`src/rtl/pc_fetch_ctrl_pkg.sv`:
```
// Shared types and constants for the PC fetch sequencer.
package pc_fetch_ctrl_pkg;

  localparam int          INSTR_W           = 32;
  localparam logic [31:0] NOP_INSTR_DEFAULT = 32'h00000013;  // addi x0,x0,0
  localparam logic [31:0] TRAP_VEC_DEFAULT  = 32'h00000100;

  typedef enum logic [1:0] {
    ST_IDLE  = 2'd0,
    ST_FETCH = 2'd1,
    ST_FLUSH = 2'd2,
    ST_HOLD  = 2'd3
  } fetch_state_e;

  // Redirect targets are word aligned; the two low bits are dropped.
  function automatic logic [31:0] align_word(input logic [31:0] addr);
    return {addr[31:2], 2'b00};
  endfunction

endpackage

```
`src/rtl/pc_fetch_ctrl_if.sv`:
```
// Bundle of all fetch-side signals between the sequencer and its neighbours
// (PC register, instruction memory, decode, execute redirect/trap).
//
// Handshakes:
//   imem_req/imem_ack : imem_req rises with imem_addr and both hold steady
//     until the cycle imem_ack is seen high (ack may come in the very first
//     req cycle); imem_rdata is valid only in the ack cycle. One request
//     outstanding at most.
//   instr_valid/instr_ready : a word transfers to decode on any rising edge
//     where both are high; instr/instr_pc stay stable while valid is high and
//     ready is low.
interface pc_fetch_ctrl_if;
  import pc_fetch_ctrl_pkg::*;

  logic [31:0]  pc_in;
  logic         pc_en;
  logic [31:0]  next_pc;
  logic         imem_req;
  logic [31:0]  imem_addr;
  logic         imem_ack;
  logic [31:0]  imem_rdata;
  logic         instr_valid;
  logic [31:0]  instr;
  logic [31:0]  instr_pc;
  logic         instr_ready;
  logic         redirect_valid;
  logic [31:0]  redirect_target;
  logic         trap_valid;
  fetch_state_e state_dbg;

  modport master (
    input  pc_in, imem_ack, imem_rdata, instr_ready,
           redirect_valid, redirect_target, trap_valid,
    output pc_en, next_pc, imem_req, imem_addr,
           instr_valid, instr, instr_pc, state_dbg
  );

  modport slave (
    output pc_in, imem_ack, imem_rdata, instr_ready,
           redirect_valid, redirect_target, trap_valid,
    input  pc_en, next_pc, imem_req, imem_addr,
           instr_valid, instr, instr_pc, state_dbg
  );

endinterface

```
`src/rtl/pc_fetch_ctrl_fetch_buf.sv`:
```
// One-entry instruction buffer toward decode: load wins over consume/flush,
// which both just drop the valid bit and leave the last word in place.
module pc_fetch_ctrl_fetch_buf
  import pc_fetch_ctrl_pkg::*;
#(
  parameter logic [31:0] RESET_INSTR = NOP_INSTR_DEFAULT
) (
  input  logic         clk,
  input  logic         rst,
  input  logic         load_i,
  input  logic         consume_i,
  input  logic         flush_i,
  input  logic [31:0]  data_i,
  input  logic [31:0]  pc_i,
  output logic         valid_o,
  output logic [31:0]  data_o,
  output logic [31:0]  pc_o
);

  logic        valid_q, valid_d;
  logic [31:0] data_q, data_d;
  logic [31:0] pc_q, pc_d;

  // Next buffer contents.
  always_comb begin
    valid_d = valid_q;
    data_d  = data_q;
    pc_d    = pc_q;
    if (load_i) begin
      valid_d = 1'b1;
      data_d  = data_i;
      pc_d    = pc_i;
    end else if (flush_i || consume_i) begin
      valid_d = 1'b0;
    end
  end

  // Buffer registers, async active-low reset.
  always_ff @(posedge clk or negedge rst) begin
    if (!rst) begin
      valid_q <= 1'b0;
      data_q  <= RESET_INSTR;
      pc_q    <= 32'h0;
    end else begin
      valid_q <= valid_d;
      data_q  <= data_d;
      pc_q    <= pc_d;
    end
  end

  assign valid_o = valid_q;
  assign data_o  = data_q;
  assign pc_o    = pc_q;

endmodule

```
`src/rtl/pc_fetch_ctrl.sv`:
```
// PC fetch sequencer: drives the PC register load, issues one instruction
// fetch at a time and parks the returned word in a one-entry buffer.
// Trap beats redirect beats sequential advance; either kill discards any
// in-flight or buffered fetch.
module pc_fetch_ctrl
  import pc_fetch_ctrl_pkg::*;
#(
  parameter logic [31:0] TRAP_VEC  = TRAP_VEC_DEFAULT,
  parameter logic [31:0] NOP_INSTR = NOP_INSTR_DEFAULT
) (
  input  logic               clk,
  input  logic               rst,
  pc_fetch_ctrl_if.master    bus
);

  fetch_state_e state_q, state_d;
  logic [31:0]  addr_q, addr_d;
  logic         req_q, req_d;

  logic         kill;
  logic [31:0]  kill_target;
  logic [31:0]  seq_pc;
  logic         pc_en_c;
  logic [31:0]  next_pc_c;
  logic         enter_fetch;

  logic         buf_load;
  logic         buf_consume;
  logic         buf_flush;
  logic         buf_valid;
  logic [31:0]  buf_data;
  logic [31:0]  buf_pc;

  assign kill        = bus.trap_valid | bus.redirect_valid;
  assign kill_target = bus.trap_valid ? TRAP_VEC : align_word(bus.redirect_target);
  assign seq_pc      = addr_q + 32'd4;  // wraps naturally at 2^32

  // PC register load: kill target, else +4 on an accepted ack; silent in reset.
  always_comb begin
    pc_en_c   = 1'b0;
    next_pc_c = 32'h0;
    if (rst) begin
      if (kill) begin
        pc_en_c   = 1'b1;
        next_pc_c = kill_target;
      end else if (state_q == ST_FETCH && bus.imem_ack) begin
        pc_en_c   = 1'b1;
        next_pc_c = seq_pc;
      end
    end
  end

  // FSM next state, request/address and buffer controls.
  always_comb begin
    state_d     = state_q;
    addr_d      = addr_q;
    req_d       = req_q;
    enter_fetch = 1'b0;
    buf_load    = 1'b0;
    // A handshake in the kill cycle still counts as taken by decode.
    buf_consume = buf_valid & bus.instr_ready;
    buf_flush   = kill;

    case (state_q)
      ST_IDLE: begin
        enter_fetch = 1'b1;
      end
      ST_FETCH: begin
        if (bus.imem_ack) begin
          if (kill) begin
            enter_fetch = 1'b1;      // returned word belongs to the old path
          end else begin
            state_d  = ST_HOLD;
            req_d    = 1'b0;
            buf_load = 1'b1;
          end
        end else if (kill) begin
          state_d = ST_FLUSH;        // must still drain the outstanding request
        end
      end
      ST_FLUSH: begin
        if (bus.imem_ack) begin
          enter_fetch = 1'b1;        // stale data dropped
        end
      end
      ST_HOLD: begin
        if (kill || bus.instr_ready) begin
          enter_fetch = 1'b1;
        end
      end
      default: begin
        state_d = ST_IDLE;
        req_d   = 1'b0;
      end
    endcase

    // A new fetch goes to the PC being loaded this cycle, else the current PC.
    if (enter_fetch) begin
      state_d = ST_FETCH;
      req_d   = 1'b1;
      addr_d  = pc_en_c ? next_pc_c : bus.pc_in;
    end
  end

  // State, request and address registers, async active-low reset.
  always_ff @(posedge clk or negedge rst) begin
    if (!rst) begin
      state_q <= ST_IDLE;
      addr_q  <= 32'h0;
      req_q   <= 1'b0;
    end else begin
      state_q <= state_d;
      addr_q  <= addr_d;
      req_q   <= req_d;
    end
  end

  pc_fetch_ctrl_fetch_buf #(
    .RESET_INSTR (NOP_INSTR)
  ) u_fetch_buf (
    .clk       (clk),
    .rst       (rst),
    .load_i    (buf_load),
    .consume_i (buf_consume),
    .flush_i   (buf_flush),
    .data_i    (bus.imem_rdata),
    .pc_i      (addr_q),
    .valid_o   (buf_valid),
    .data_o    (buf_data),
    .pc_o      (buf_pc)
  );

  assign bus.pc_en       = pc_en_c;
  assign bus.next_pc     = next_pc_c;
  assign bus.imem_req    = req_q;
  assign bus.imem_addr   = addr_q;
  assign bus.instr_valid = buf_valid;
  assign bus.instr       = buf_data;
  assign bus.instr_pc    = buf_pc;
  assign bus.state_dbg   = state_q;

endmodule

```
`src/flat_wrapper.sv`:
```
// flat-port wrapper written by rule: the top's interface ports become plain ports
module pc_fetch_ctrl_flat import pc_fetch_ctrl_pkg::*;
#(
  parameter logic [31:0] TRAP_VEC  = TRAP_VEC_DEFAULT,
  parameter logic [31:0] NOP_INSTR = NOP_INSTR_DEFAULT
)
  (clk, rst, bus_pc_in, bus_imem_ack, bus_imem_rdata, bus_instr_ready, bus_redirect_valid, bus_redirect_target, bus_trap_valid, bus_pc_en, bus_next_pc, bus_imem_req, bus_imem_addr, bus_instr_valid, bus_instr, bus_instr_pc, bus_state_dbg);
  pc_fetch_ctrl_if bus_i ();
  input  logic clk;
  input  logic rst;
  input wire logic [$bits(bus_i.pc_in)-1:0] bus_pc_in;
  input wire logic [$bits(bus_i.imem_ack)-1:0] bus_imem_ack;
  input wire logic [$bits(bus_i.imem_rdata)-1:0] bus_imem_rdata;
  input wire logic [$bits(bus_i.instr_ready)-1:0] bus_instr_ready;
  input wire logic [$bits(bus_i.redirect_valid)-1:0] bus_redirect_valid;
  input wire logic [$bits(bus_i.redirect_target)-1:0] bus_redirect_target;
  input wire logic [$bits(bus_i.trap_valid)-1:0] bus_trap_valid;
  output wire logic [$bits(bus_i.pc_en)-1:0] bus_pc_en;
  output wire logic [$bits(bus_i.next_pc)-1:0] bus_next_pc;
  output wire logic [$bits(bus_i.imem_req)-1:0] bus_imem_req;
  output wire logic [$bits(bus_i.imem_addr)-1:0] bus_imem_addr;
  output wire logic [$bits(bus_i.instr_valid)-1:0] bus_instr_valid;
  output wire logic [$bits(bus_i.instr)-1:0] bus_instr;
  output wire logic [$bits(bus_i.instr_pc)-1:0] bus_instr_pc;
  output wire logic [$bits(bus_i.state_dbg)-1:0] bus_state_dbg;
  assign bus_i.pc_in = bus_pc_in;
  assign bus_i.imem_ack = bus_imem_ack;
  assign bus_i.imem_rdata = bus_imem_rdata;
  assign bus_i.instr_ready = bus_instr_ready;
  assign bus_i.redirect_valid = bus_redirect_valid;
  assign bus_i.redirect_target = bus_redirect_target;
  assign bus_i.trap_valid = bus_trap_valid;
  assign bus_pc_en = bus_i.pc_en;
  assign bus_next_pc = bus_i.next_pc;
  assign bus_imem_req = bus_i.imem_req;
  assign bus_imem_addr = bus_i.imem_addr;
  assign bus_instr_valid = bus_i.instr_valid;
  assign bus_instr = bus_i.instr;
  assign bus_instr_pc = bus_i.instr_pc;
  assign bus_state_dbg = bus_i.state_dbg;
  pc_fetch_ctrl #(.TRAP_VEC(TRAP_VEC), .NOP_INSTR(NOP_INSTR)) u_core (.clk(clk), .rst(rst), .bus(bus_i));
endmodule
```
`config.mk`:
```
export PLATFORM = sky130hd
export DESIGN_NAME = pc_fetch_ctrl_flat
export DESIGN_NICKNAME = d
export VERILOG_FILES = /design/src/rtl/pc_fetch_ctrl_pkg.sv /design/src/rtl/pc_fetch_ctrl_if.sv /design/src/rtl/pc_fetch_ctrl_fetch_buf.sv /design/src/rtl/pc_fetch_ctrl.sv /design/src/flat_wrapper.sv
export SDC_FILE = /design/constraint.sdc
export NUM_CORES = 1
export LEC_CHECK = 0
export ABC_AREA = 1
export CAP_MARGIN = 30
export CORE_MARGIN = 8
export CORE_UTILIZATION = 44
export DETAILED_ROUTE_END_ITERATION = 16
export PLACE_DENSITY = 0.82
export SLEW_MARGIN = 30
export SYNTH_ARGS = -nofsm -noshare
export SYNTH_HDL_FRONTEND = slang
export SYNTH_HIERARCHICAL = 1
export SYNTH_SLANG_ARGS = --single-unit
```
`constraint.sdc`:
```
create_clock -name clk -period 2.05 [get_ports clk]
set_input_delay 0.205 -clock clk [delete_from_list [all_inputs] [get_ports clk]]
set_output_delay 0.205 -clock clk [all_outputs]
set_load 0.02 [all_outputs]
```
==> metrics.cfg <==
[status]
status = finished with violations
violations = negative setup slack

[global_route]
grt-ovfl-total = 0
grt_pass1_vias = 6299
grt_util_all_layers_pct = 24.4
grt_max_degree = 61
grt_pass1_wl_mm = 32.1
antenna_found_initial = 0

[routing]
wl_per_cell_um = 16.3
route.detailed.drc = 0
drt_iter0_markers = 524
drt-total-wl_mm = 21.5
vias = 6599
first_pass_iters = 5
vias_per_cell = 5.01
ant_nets = 0

[yosys]
syn_area_um2 = 5680
async_flop_share_pct = 100
synth_edf_count = 0
synth_nets = 928
synth.distinct_cells = 34
synth_top_area_share_pct = 42.7
syn_inst = 825
synth_area_per_cell_um2 = 6.88
ys_ff_latch = 100
ys.flop_type = dfrtp_1
synth_common_cells = nand2_1 (388), dfrtp_1 (97), nor2_1 (91)
yosysTopAreaCell = dfrtp_1
seq_area_frac_synth_pct = 44.1
synth-warning-count = 6
yosysMostFrequentCell = nand2_1
ys_top_cells_by_area = dfrtp_1 (43%), nand2_1 (26%), nor2_1 (6.0%)

[worst_setup_path]
reg2reg_from = u_core/bus.imem_addr[7]
cp.arrival_ns = 2.03
crit_path_start_kind = register
slowest_delay_ns = 0.45
worstRegToRegCells = 11
slowest_stage = dfrtp_1
endpoint_kind = primary output
crit_required_ns = 1.85
r2r-end = u_core/bus.imem_addr[13]
crit_chain = nand2_2 > nor2_4 > nand2_4 > nor2_4 > buf_12 > nand2_2 > nand2_1 > nand3_1 > nand2_1 > nand2_2 > inv_2 > buf_6
critPathMaxFanout = 4
reg2reg_slack_ns = 0.15
cpMostUsedCell = nand2_2
criticalPathCategory = reg2out

[clock_tree]
clock_latency_ns = 0.35
clock_sinks = 100
clk_pin_slew_worst_paths_ns = 0.07
cts-buffers-inserted = 9
clockRootBuffer = clkbuf_16
ctsHoldBuffers = 0
clockBufferDepth = 2
cts_tree = done
htree_num_levels = 3

[final_layout]
regArea_um2 = 2510
layout.cells.non_filler = 1317
multi_input_area_um2 = 2860
synthToLayoutAreaGrowth_pct = 64.2
n_antenna_cell = 0
finalNetCount = 1243
fillers = 940
drive_gt1_share_pct = 22.4

[die]
core_area_um2 = 12600
die_area_um2 = 16800
io-pin-count = 235
die_h_um = 130
rows = 41
initial_core_util_pct = 45.0
fp.dieW_um = 130

[placement]
gp_congestion = 0.900
dp_hpwl_mm = 15.5
placed_cells = 1281
port-buffer-count = 232
dp_slack_ns = -0.203

[power]
power.density_nw_per_um2 = 1400
ir_drop_mv = 0.762
power.total_uw = 13000
leakage_uw = 0.00475

[sta]
min_period_over_period_pct = 109
maxSlewHeadroom_pct = 48.5
hold_violations = 0
fmax_ghz = 0.448
fin_ws_ns = -0.184
worst_pin_slew_ns = 0.773
tns_ns = -2.57
skew_ns = 0.00791
rsz0062_at_grt = yes
slew_violations = 0
finalWorstPathRequiredPeriod_ns = 2.23
setup_violations = 25

[worst_hold_path]
hold_path_class = in2async

[flow_run]
cap_violations = 0

[worst max-delay path: cells and delay by family, from the launching register on]
family | cells | cell delay [ns]
and+or+nand+nor | 9 | 0.94
buffers and inverters | 3 | 0.29
DFF | 1 | 0.45
[through the flow]
step                cell area (µm²)  hold slack (ns)  utilization (%)
finish                         9330            0.185             73.9
global route                   9330            0.261             73.9
CTS                            9080            0.236             71.9
detailed placement             8660            0.457             68.6
global placement               8660            0.451             68.6
floorplan                      5680          -0.0906                -
[state kept, by name (all words and copies together) (netlist names)]
register	count
u_core/u_fetch_buf/pc_o	32
u_core/bus.state_dbg	2
u_core/u_fetch_buf/data_o	32
u_core/bus.imem_req	1
u_core/u_fetch_buf/valid_o	1
u_core/bus.imem_addr	32
[area by class of cell]
| class | instances | area share [%] |
|---|---|---|
| clock buffers | 11 | 2.71 |
| clock inverters | 5 | 0.376 |
| inverters | 76 | 3.06 |
| multi-input cells | 616 | 30.7 |
| flip-flops and latches | 100 | 26.9 |
| well taps | 172 | 2.31 |
| repair buffers | 337 | 34.0 |
[per-layer routing]
layer | global-route usage, % | vias up | routed length [µm]
met4 | 11.4 | 0 | 699
li1 | - | 3143 | -
met5 | 0 | - | 0
met2 | 42.0 | 313 | 10600
met1 | 28.9 | 3095 | 8650
met3 | 4.48 | 48 | 1590
[layout by cell type, fill, tap and decap left out, types with 20 or more instances in the layout]
| cell | instances |
|---|---|
| nand2_1 | 361 |
| clkdlybuf4s50_1 | 198 |
| dfrtp_1 | 97 |
| buf_4 | 95 |
| nor2_1 | 85 |
| inv_1 | 56 |
| nand2_2 | 34 |
| buf_6 | 28 |
| nand3_1 | 28 |
| a21oi_1 | 23 |
| inv_2 | 20 |
[worst max-delay path by stage]
| stage | from | to |
|---|---|---|
| floorplan | u_core/bus.imem_addr[3] | bus_next_pc[26] |
| global placement | u_core/bus.imem_addr[2] | bus_next_pc[24] |
| detailed placement | u_core/bus.imem_addr[3] | bus_next_pc[24] |
| CTS | u_core/bus.imem_addr[3] | bus_next_pc[22] |
| global route | u_core/bus.imem_addr[8] | bus_next_pc[21] |
| finish | u_core/bus.imem_addr[7] | bus_next_pc[21] |
[repair_timing]
action,CTS,global route
setup buffers,8,12
pin swaps,9,34
hold endpoints to repair,0,0
resized for setup,172,84
setup endpoints to repair,33,32
[power breakdown]
part | total, µW | switching (µW) | leakage, µW | internal [µW]
Sequential | 3620 | 693 | 0.00123 | 2920
Clock | 1650 | 754 | 0.000142 | 892
Combinational | 7770 | 4280 | 0.00338 | 3500
Total | 13000 | 5730 | 0.00475 | 7310
[cells by family after synthesis]
logic type	count (synthesis)	synth area share (%)
XOR/XNOR	3	0.463
AO/OA/AOI/OAI	61	6.10
flip-flops	100	44.1
AND/OR/NAND/NOR	551	39.7
buffers and inverters	109	9.43
adder cells (fa/ha/maj)	1	0.220
No activity file was read; power rests on OpenSTA's default activity.
